$ cat config.mk
export PLATFORM = sky130hd
export DESIGN_NAME = rv_muldiv_p
export DESIGN_NICKNAME = d
export VERILOG_FILES = /design/src/rtl/rv_muldiv_p_pkg.sv /design/src/rtl/rv_div_iter.sv /design/src/rtl/rv_muldiv_p.sv
export SDC_FILE = /design/constraint.sdc
export NUM_CORES = 2
export LEC_CHECK = 0
export BUFFER_PORTS_ARGS = -buffer_cell sky130_fd_sc_hd__buf_2
export CAP_MARGIN = 20
export CORE_ASPECT_RATIO = 1.75
export CORE_MARGIN = 5
export CORE_UTILIZATION = 60
export DETAILED_ROUTE_END_ITERATION = 8
export PLACE_DENSITY = 0.91
export SLEW_MARGIN = 40
export SYNTH_ARGS = -nofsm -noshare
export SYNTH_HDL_FRONTEND = slang
export SYNTH_SLANG_ARGS = --single-unit
$ cat constraint.sdc
create_clock -name clk -period 8.55 [get_ports clk]
set_input_delay 0.4275 -clock clk [delete_from_list [all_inputs] [get_ports clk]]
set_output_delay 0.4275 -clock clk [all_outputs]
set_load 0.03 [all_outputs]
$ cat src/rtl/rv_muldiv_p_pkg.sv
// Shared types and parameter legality helper for the RISC-V M-extension unit.
package pkg_rv_muldiv;

  // Operation code, identical to the RISC-V funct3 encoding of the M extension.
  typedef enum logic [2:0] {
    MD_MUL    = 3'd0,
    MD_MULH   = 3'd1,
    MD_MULHSU = 3'd2,
    MD_MULHU  = 3'd3,
    MD_DIV    = 3'd4,
    MD_DIVU   = 3'd5,
    MD_REM    = 3'd6,
    MD_REMU   = 3'd7
  } md_op_t;

  // Divider sequencing states.
  typedef enum logic [1:0] {
    DIV_IDLE = 2'd0,
    DIV_CALC = 2'd1,
    DIV_FIX  = 2'd2
  } div_state_t;

  localparam int MUL_LAT_MIN = 1;
  localparam int MUL_LAT_MAX = 3;

  // True when the parameter set is one the datapath is built for.
  function automatic bit params_legal(input int xlen, input int div_bits, input int mul_lat);
    bit ok;
    ok = (xlen == 32) || (xlen == 64);
    ok = ok && ((div_bits == 1) || (div_bits == 2) || (div_bits == 4));
    ok = ok && ((xlen % div_bits) == 0);
    ok = ok && (mul_lat >= MUL_LAT_MIN) && (mul_lat <= MUL_LAT_MAX);
    return ok;
  endfunction

endpackage

$ cat src/rtl/rv_div_iter.sv
// Restoring iterative divider on unsigned magnitudes, DIV_BITS quotient bits per cycle.
module rv_div_iter #(
  parameter int XLEN     = 32,
  parameter int DIV_BITS = 2
) (
  input  logic            clk,
  input  logic            reset,
  input  logic            kill,
  input  logic            start,
  input  logic [XLEN-1:0] dividend,
  input  logic [XLEN-1:0] divisor,
  output logic [XLEN-1:0] quotient,
  output logic [XLEN-1:0] remainder,
  output logic            done
);

  localparam int NITER = XLEN / DIV_BITS;
  localparam int CW    = $clog2(NITER);

  logic            active_q, active_d;
  logic [CW-1:0]   cnt_q, cnt_d;
  logic [XLEN-1:0] rem_q, rem_d;
  logic [XLEN-1:0] quo_q, quo_d;
  logic [XLEN-1:0] dsr_q, dsr_d;
  logic [XLEN-1:0] rem_step;
  logic [XLEN-1:0] quo_step;

  // DIV_BITS chained shift/trial-subtract steps; quo_q shifts dividend bits out and quotient bits in.
  always_comb begin
    logic [XLEN:0] r_sh;
    logic [XLEN:0] diff;
    rem_step = rem_q;
    quo_step = quo_q;
    r_sh     = '0;
    diff     = '0;
    for (int i = 0; i < DIV_BITS; i++) begin
      r_sh     = {rem_step, quo_step[XLEN-1]};
      diff     = r_sh - {1'b0, dsr_q};
      quo_step = {quo_step[XLEN-2:0], ~diff[XLEN]};
      rem_step = diff[XLEN] ? r_sh[XLEN-1:0] : diff[XLEN-1:0];
    end
  end

  // Load on start, iterate while active, stop after the last iteration or on kill.
  always_comb begin
    active_d = active_q;
    cnt_d    = cnt_q;
    rem_d    = rem_q;
    quo_d    = quo_q;
    dsr_d    = dsr_q;
    if (kill) begin
      active_d = 1'b0;
    end else if (start) begin
      active_d = 1'b1;
      cnt_d    = '0;
      rem_d    = '0;
      quo_d    = dividend;
      dsr_d    = divisor;
    end else if (active_q) begin
      rem_d = rem_step;
      quo_d = quo_step;
      cnt_d = cnt_q + CW'(1);
      if (cnt_q == CW'(NITER - 1)) begin
        active_d = 1'b0;
      end
    end
  end

  // Only the activity flag needs reset; the datapath is qualified by it.
  always_ff @(posedge clk) begin
    if (reset) begin
      active_q <= 1'b0;
    end else begin
      active_q <= active_d;
    end
    cnt_q <= cnt_d;
    rem_q <= rem_d;
    quo_q <= quo_d;
    dsr_q <= dsr_d;
  end

  assign quotient  = quo_q;
  assign remainder = rem_q;
  // High during the final iteration cycle; results are valid from the next cycle on.
  assign done      = active_q && (cnt_q == CW'(NITER - 1));

endmodule

$ cat src/rtl/rv_muldiv_p.sv
// RISC-V M-extension unit: pipelined multiplier plus iterative divider, in-order results.
module rv_muldiv_p
  import pkg_rv_muldiv::*;
#(
  parameter int XLEN     = 32,
  parameter int DIV_BITS = 2,
  parameter int MUL_LAT  = 2,
  parameter int TAGW     = 5
) (
  input  logic            clk,
  input  logic            reset,
  input  logic            req_valid,
  output logic            req_ready,
  input  md_op_t          op,
  input  logic [XLEN-1:0] rs1,
  input  logic [XLEN-1:0] rs2,
  input  logic [TAGW-1:0] req_tag,
  input  logic            kill,
  output logic            busy,
  output logic            rsp_valid,
  output logic [XLEN-1:0] rsp_data,
  output logic [TAGW-1:0] rsp_tag
);

  if (!params_legal(XLEN, DIV_BITS, MUL_LAT)) begin : g_bad_params
    $error("rv_muldiv_p: illegal XLEN/DIV_BITS/MUL_LAT combination");
  end

  localparam logic [XLEN-1:0] MOST_NEG = {1'b1, {(XLEN-1){1'b0}}};

  // Request decode
  logic accept;
  logic is_div_op;
  logic div_signed;
  logic div_is_rem;
  logic div_zero;
  logic div_ovf;
  logic div_special;
  logic to_mul_pipe;
  logic div_start;
  logic rs1_neg;
  logic rs2_neg;
  logic [XLEN-1:0] rs1_mag;
  logic [XLEN-1:0] rs2_mag;

  // Multiplier
  logic signed [XLEN:0]     mul_a;
  logic signed [XLEN:0]     mul_b;
  logic signed [2*XLEN+1:0] mul_full;
  logic [XLEN-1:0]          mul_res;
  logic [XLEN-1:0]          slot_data;

  // Multiply / special-case result pipeline; entry MUL_LAT-1 drives the response
  logic [MUL_LAT-1:0]           mv_q, mv_d;
  logic [MUL_LAT-1:0][XLEN-1:0] md_q, md_d;
  logic [MUL_LAT-1:0][TAGW-1:0] mt_q, mt_d;

  // Divider control and response registers
  div_state_t      state_q, state_d;
  logic            neg_quo_q, neg_quo_d;
  logic            neg_rem_q, neg_rem_d;
  logic            rem_sel_q, rem_sel_d;
  logic [TAGW-1:0] dtag_q, dtag_d;
  logic            drsp_valid_q, drsp_valid_d;
  logic [XLEN-1:0] drsp_data_q, drsp_data_d;
  logic [TAGW-1:0] drsp_tag_q, drsp_tag_d;
  logic [XLEN-1:0] div_quo;
  logic [XLEN-1:0] div_rem;
  logic            div_done;

  assign req_ready = (state_q == DIV_IDLE) && !reset;
  assign accept    = req_valid && req_ready && !kill;
  assign busy      = (state_q == DIV_CALC) || (state_q == DIV_FIX);

  assign is_div_op   = (op == MD_DIV) || (op == MD_DIVU) || (op == MD_REM) || (op == MD_REMU);
  assign div_signed  = (op == MD_DIV) || (op == MD_REM);
  assign div_is_rem  = (op == MD_REM) || (op == MD_REMU);
  assign div_zero    = (rs2 == '0);
  assign div_ovf     = div_signed && (rs1 == MOST_NEG) && (rs2 == '1);
  assign div_special = is_div_op && (div_zero || div_ovf);
  // Special divides take the fixed-latency slot so the divider never sees them.
  assign to_mul_pipe = accept && (!is_div_op || div_special);
  assign div_start   = accept && is_div_op && !div_special;

  assign rs1_neg = div_signed && rs1[XLEN-1];
  assign rs2_neg = div_signed && rs2[XLEN-1];
  assign rs1_mag = rs1_neg ? -rs1 : rs1;
  assign rs2_mag = rs2_neg ? -rs2 : rs2;

  // One extra bit per operand lets a single signed multiply cover all four flavours.
  always_comb begin
    mul_a    = {((op == MD_MULH) || (op == MD_MULHSU)) && rs1[XLEN-1], rs1};
    mul_b    = {(op == MD_MULH) && rs2[XLEN-1], rs2};
    mul_full = (2*XLEN+2)'(mul_a) * (2*XLEN+2)'(mul_b);
    mul_res  = (op == MD_MUL) ? mul_full[XLEN-1:0] : mul_full[2*XLEN-1:XLEN];
    if (div_special) begin
      if (div_zero) begin
        slot_data = div_is_rem ? rs1 : '1;
      end else begin
        slot_data = div_is_rem ? '0 : rs1;
      end
    end else begin
      slot_data = mul_res;
    end
  end

  // Shift the multiply slot along; kill drops everything in flight.
  always_comb begin
    mv_d    = '0;
    md_d    = md_q;
    mt_d    = mt_q;
    mv_d[0] = to_mul_pipe;
    md_d[0] = slot_data;
    mt_d[0] = req_tag;
    for (int i = 1; i < MUL_LAT; i++) begin
      mv_d[i] = mv_q[i-1];
      md_d[i] = md_q[i-1];
      mt_d[i] = mt_q[i-1];
    end
    if (kill) begin
      mv_d = '0;
    end
  end

  // Divider sequencing: IDLE -> CALC until the last iteration -> FIX for the sign correction.
  always_comb begin
    state_d      = state_q;
    neg_quo_d    = neg_quo_q;
    neg_rem_d    = neg_rem_q;
    rem_sel_d    = rem_sel_q;
    dtag_d       = dtag_q;
    drsp_valid_d = 1'b0;
    drsp_data_d  = rem_sel_q ? (neg_rem_q ? -div_rem : div_rem)
                             : (neg_quo_q ? -div_quo : div_quo);
    drsp_tag_d   = dtag_q;
    case (state_q)
      DIV_IDLE: begin
        if (div_start) begin
          state_d   = DIV_CALC;
          neg_quo_d = rs1_neg ^ rs2_neg;
          neg_rem_d = rs1_neg;
          rem_sel_d = div_is_rem;
          dtag_d    = req_tag;
        end
      end
      DIV_CALC: begin
        if (div_done) begin
          state_d = DIV_FIX;
        end
      end
      DIV_FIX: begin
        state_d      = DIV_IDLE;
        drsp_valid_d = 1'b1;
      end
      default: begin
        state_d = DIV_IDLE;
      end
    endcase
    if (kill) begin
      state_d      = DIV_IDLE;
      drsp_valid_d = 1'b0;
    end
  end

  // Control state and valids reset; data registers only ever qualified by valids.
  always_ff @(posedge clk) begin
    if (reset) begin
      mv_q         <= '0;
      state_q      <= DIV_IDLE;
      drsp_valid_q <= 1'b0;
    end else begin
      mv_q         <= mv_d;
      state_q      <= state_d;
      drsp_valid_q <= drsp_valid_d;
    end
    md_q        <= md_d;
    mt_q        <= mt_d;
    neg_quo_q   <= neg_quo_d;
    neg_rem_q   <= neg_rem_d;
    rem_sel_q   <= rem_sel_d;
    dtag_q      <= dtag_d;
    drsp_data_q <= drsp_data_d;
    drsp_tag_q  <= drsp_tag_d;
  end

  rv_div_iter #(
    .XLEN     (XLEN),
    .DIV_BITS (DIV_BITS)
  ) u_div (
    .clk       (clk),
    .reset     (reset),
    .kill      (kill),
    .start     (div_start),
    .dividend  (rs1_mag),
    .divisor   (rs2_mag),
    .quotient  (div_quo),
    .remainder (div_rem),
    .done      (div_done)
  );

  // A multiply and a divide result can never land in the same cycle, so a plain select suffices.
  assign rsp_valid = mv_q[MUL_LAT-1] || drsp_valid_q;
  assign rsp_data  = drsp_valid_q ? drsp_data_q : md_q[MUL_LAT-1];
  assign rsp_tag   = drsp_valid_q ? drsp_tag_q : mt_q[MUL_LAT-1];

endmodule

==> metrics list <==
* Result of the run: finished, final reports clean
* Vertical extent of the die: between 400 and 500 µm
- In the finished design, the share of the clock period the worst path needs comes to a little over nine tenths.
- Setup repair after global routing left no endpoint under its margin.
* Area delta synth->final: 8.752%
- The worst hold path terminates at mt_d[9]$_DFF_P_.
- Number of vias per cell after detailed routing: ~6.1
- Reg-to-reg critical path endpoint: u_div.remainder[4]$_SDFFCE_PP0P_
- At the pin with the least slew margin, the transition time is approximately 0.9 ns.
- At the worst endpoint, the required time is 8.97 ns.
- Sequential cell area: 5589 µm²
* Multi-input combinational cell area: roughly 41,000 µm²
- Die Footprint: around 94,000 µm²
- Worst Hold Depth: 1
- Along the worst path, the maximum fanout reaches 14.
* Routability congestion estimate from global placement: roughly 1
* Antenna viol nets, final: 0
- Once detailed placement completed, the half-perimeter wirelength came to 143,800 µm.
* Number of synthesized flops with an enable pin: 108
- Port Buffers: roughly 120
- Vias post-DR: approximately 44,000
- Cell count after synthesis: 5,907
- Cell taking the most area after synthesis: sky130_fd_sc_hd__fa_1
- Sequential elements use a little over a tenth of the synthesized area.
- Layout Utilization: between 60% and 70%
- Wires add up to between 150,000 and 200,000 µm.
* Worst Slack Setup Final: 0.2062 ns
* Critical hold path startpoint: req_tag[4]
- Final setup skew: 0.01735 ns
* Post-layout minimum cycle time: 8.344 ns
- Endpoints failing hold: 0
* Nets: between 7,000 and 8,000
- At the placement stage, the worst setup path has a slack of -0.2270 ns.
* Slew margin rel.: 38.43%
* Syn_nets: roughly 7,400
- The via count of the first global-routing pass came to around 49,000.
- Leading post-synthesis cells by instance count: 1,248 x sky130_fd_sc_hd__inv_1, 1,127 x sky130_fd_sc_hd__fa_1, 978 x sky130_fd_sc_hd__nand2_1
* Endpoint kind of the worst setup timing path: flop
- In this run the core area contains 144 standard-cell rows.
* Cell area after placement: 56,630 µm²
- Unique masters post-synth: 77
- Number of sinks on the clock net: between 200 and 250
- Count of yosys warnings during synthesis: 0
- Overall Global Routing Usage: between 30% and 40%
- Slew Limit Fails: 0
- Global-route wire length before repair: around 270,000 µm
- The average instance in the mapped netlist occupies between 8 and 9 µm².
- In this run the number of H-tree levels came out at 1.
- Clock tree root buffer cell: sky130_fd_sc_hd__clkbuf_16
* Clock Tree Buf Depth: 3
- Share of final-layout standard cells stronger than drive strength 1: ~10%
- Grt total ovfl: 0
- Clk_lat worst skew: about 0.52 ns
* Fmax: approximately 120 MHz
- Counting the fill cells in the layout gives approximately 6,300.
- In the post-synthesis netlist, the biggest area contributors are sky130_fd_sc_hd__fa_1 43%, sky130_fd_sc_hd__inv_1 8.9%, sky130_fd_sc_hd__nand2_1 7.0%, sky130_fd_sc_hd__ha_1 6.8%, sky130_fd_sc_hd__edfxtp_1 6.1%.
* Count of state elements after synthesis: 225
* Primary flip-flop cell chosen by synthesis mapping: sky130_fd_sc_hd__dfxtp_1
* # hold bufs at CTS: 0
- In this run, CTS created clock tree buffers numbering 20.
- TritonCTS clock tree: yes
- The number of cells on the worst reg-to-reg path is 27.
* Maximum number of pins on one net before global-route repair: 69
- Of all flip-flops after synthesis, the portion carrying an async set or reset was 0%.
* Worst reg-to-reg setup slack: 0.43 ns
* First-iteration detailed-routing DRC count: 3,991
- Detailed-route wire length per cell: approximately 24 µm
* Cell area after layout: 57,420 µm²
- Adding up every negative setup slack in the final design gives 0 ns.
- Antenna violations before repair: 22
* Dominant cell by count in the synthesized netlist: sky130_fd_sc_hd__inv_1
- The worst setup path is launched from a primary input.
* Post-detailed-route DRC marker count: 0
* Data arrival time of the critical path: 8.76 ns
* Area share of the leading cell type in the synthesized netlist: roughly 43%
- The setup path with the least slack is of type primary input to flop.
- The path class of the tightest hold or removal check is primary input to flop.
- Initial DRT Pass Iterations: 8
- I/O pin count: about 120
* Synth Cell Area: 52,800 µm²
- Core region area: approximately 88,000 µm²
* Starting Density: 60.17%
- Width of the chip: between 200 and 250 µm
- After clock tree synthesis, the clock-pin slew on the worst setup and hold paths is around 0.070 ns.
* Setup violators final: 0
- The startpoint identified for the worst register-to-register timing path is u_div.quotient[31]$_DFFE_PP_.
* MaxCap Viol Count: 0
## sequential cells by signal, indices dropped and copies added (netlist names)
register	cells
neg_quo_q	1
mv_q	2
u_div.dsr_q	32
mt_d	5
state_q	2
neg_rem_q	1
md_q	32
u_div.active_q	1
drsp_tag_q	5
mt_q	5
drsp_data_q	32
rem_sel_q	1
md_d	32
drsp_tag_d	5
u_div.remainder	32
u_div.cnt_q	4
u_div.quotient	32
drsp_valid_q	1
## worst max path at each step
stage / slack [ns] / cells past startpoint / from / endpoint
after detailed placement: -0.23 / 34 / op[1] / md_d[59]$_DFF_P_
after global placement: -0.17 / 34 / op[1] / md_d[59]$_DFF_P_
after CTS: 0.29 / 34 / op[1] / md_d[63]$_DFF_P_
final: 0.21 / 28 / rs1[13] / md_d[63]$_DFF_P_
after floorplan: 0.02 / 29 / rs1[31] / md_d[57]$_DFF_P_
after global routing: 0.03 / 34 / op[1] / md_d[63]$_DFF_P_
## placed cells by master (no fill, tap or decap), types with 67 or more instances in the layout
| master | n |
|---|---|
| sky130_fd_sc_hd__xor2_1 | 105 |
| sky130_fd_sc_hd__inv_1 | 1247 |
| sky130_fd_sc_hd__nor2_1 | 156 |
| sky130_fd_sc_hd__and2_1 | 315 |
| sky130_fd_sc_hd__o21ai_0 | 125 |
| sky130_fd_sc_hd__mux2_2 | 67 |
| sky130_fd_sc_hd__buf_4 | 335 |
| sky130_fd_sc_hd__buf_2 | 114 |
| sky130_fd_sc_hd__edfxtp_1 | 108 |
| sky130_fd_sc_hd__ha_1 | 286 |
| sky130_fd_sc_hd__dfxtp_1 | 116 |
| sky130_fd_sc_hd__xnor2_1 | 127 |
| sky130_fd_sc_hd__nand2_1 | 977 |
| sky130_fd_sc_hd__a21oi_1 | 187 |
| sky130_fd_sc_hd__fa_1 | 1127 |
## critical path, stage by stage
cell                       delay [ns]
sky130_fd_sc_hd__buf_2           0.61
sky130_fd_sc_hd__nand2_1         0.22
sky130_fd_sc_hd__fa_1            0.62
sky130_fd_sc_hd__inv_1           0.07
sky130_fd_sc_hd__fa_1            0.46
sky130_fd_sc_hd__fa_1            0.55
sky130_fd_sc_hd__inv_1           0.05
sky130_fd_sc_hd__fa_1            0.49
sky130_fd_sc_hd__fa_1            0.55
sky130_fd_sc_hd__inv_1           0.05
sky130_fd_sc_hd__fa_1            0.49
sky130_fd_sc_hd__inv_1           0.05
sky130_fd_sc_hd__fa_1            0.47
sky130_fd_sc_hd__inv_1           0.05
sky130_fd_sc_hd__fa_1            0.44
sky130_fd_sc_hd__ha_1            0.36
sky130_fd_sc_hd__and2_1          0.26
sky130_fd_sc_hd__nand4_1         0.16
sky130_fd_sc_hd__a211oi_1        0.23
sky130_fd_sc_hd__o31ai_1         0.14
sky130_fd_sc_hd__a21oi_1         0.27
sky130_fd_sc_hd__buf_4           0.19
sky130_fd_sc_hd__o21ai_0         0.12
sky130_fd_sc_hd__buf_4           0.20
sky130_fd_sc_hd__a211oi_2        0.51
sky130_fd_sc_hd__a311oi_2        0.19
sky130_fd_sc_hd__xnor2_1         0.17
sky130_fd_sc_hd__a221oi_1        0.26
## through the flow
step	hold WS, ns	instances
final	0.01890	7263
after global routing	0.01224	7257
after CTS	0.002071	7244
after detailed placement	0.3128	7208
after global placement	0.3107	7206
after floorplan	0.3096	5907
## layout make-up
class	count	share of cell area, %
clock inverter	5	0.06320
multi-input combinational	4088	71.89
tap	1168	2.545
clock buffer	31	1.144
sequential	225	9.734
timing repair buffer	479	6.374
inverter	1249	8.172
antenna	18	0.07845
## logic make-up (layout without fill, tap and decap cells)
| kind of cell | count (synthesis) | after routing | synth area share (%) |
|---|---|---|---|
| buf+inv | 1594 | 1764 | 11.42 |
| xor+xnor | 233 | 233 | 3.865 |
| other cells | 0 | 18 | 0 |
| simple gates | 1696 | 1696 | 14.74 |
| fa+ha+maj | 1413 | 1413 | 49.51 |
| compound gates | 631 | 631 | 7.548 |
| mux | 115 | 115 | 2.339 |
| flops | 225 | 225 | 10.58 |
## metal layers
metal  wire, µm  GRT usage, %  part of all wire, %
met4      22900         36.95                   13
met3      18300         9.809                   10
met5         69             0                0.039
met1      50360         37.68                   29
met2      84680         62.12                   48
## timing repair
item                                    4_1_cts  5_1_grt
gates resized for setup                       0        2
setup buffers                                 0        0
endpoints found under the setup margin        0        2
Power is not shown: default switching activity piles up to over one toggle a cycle in this logic, so the estimate is an artifact.
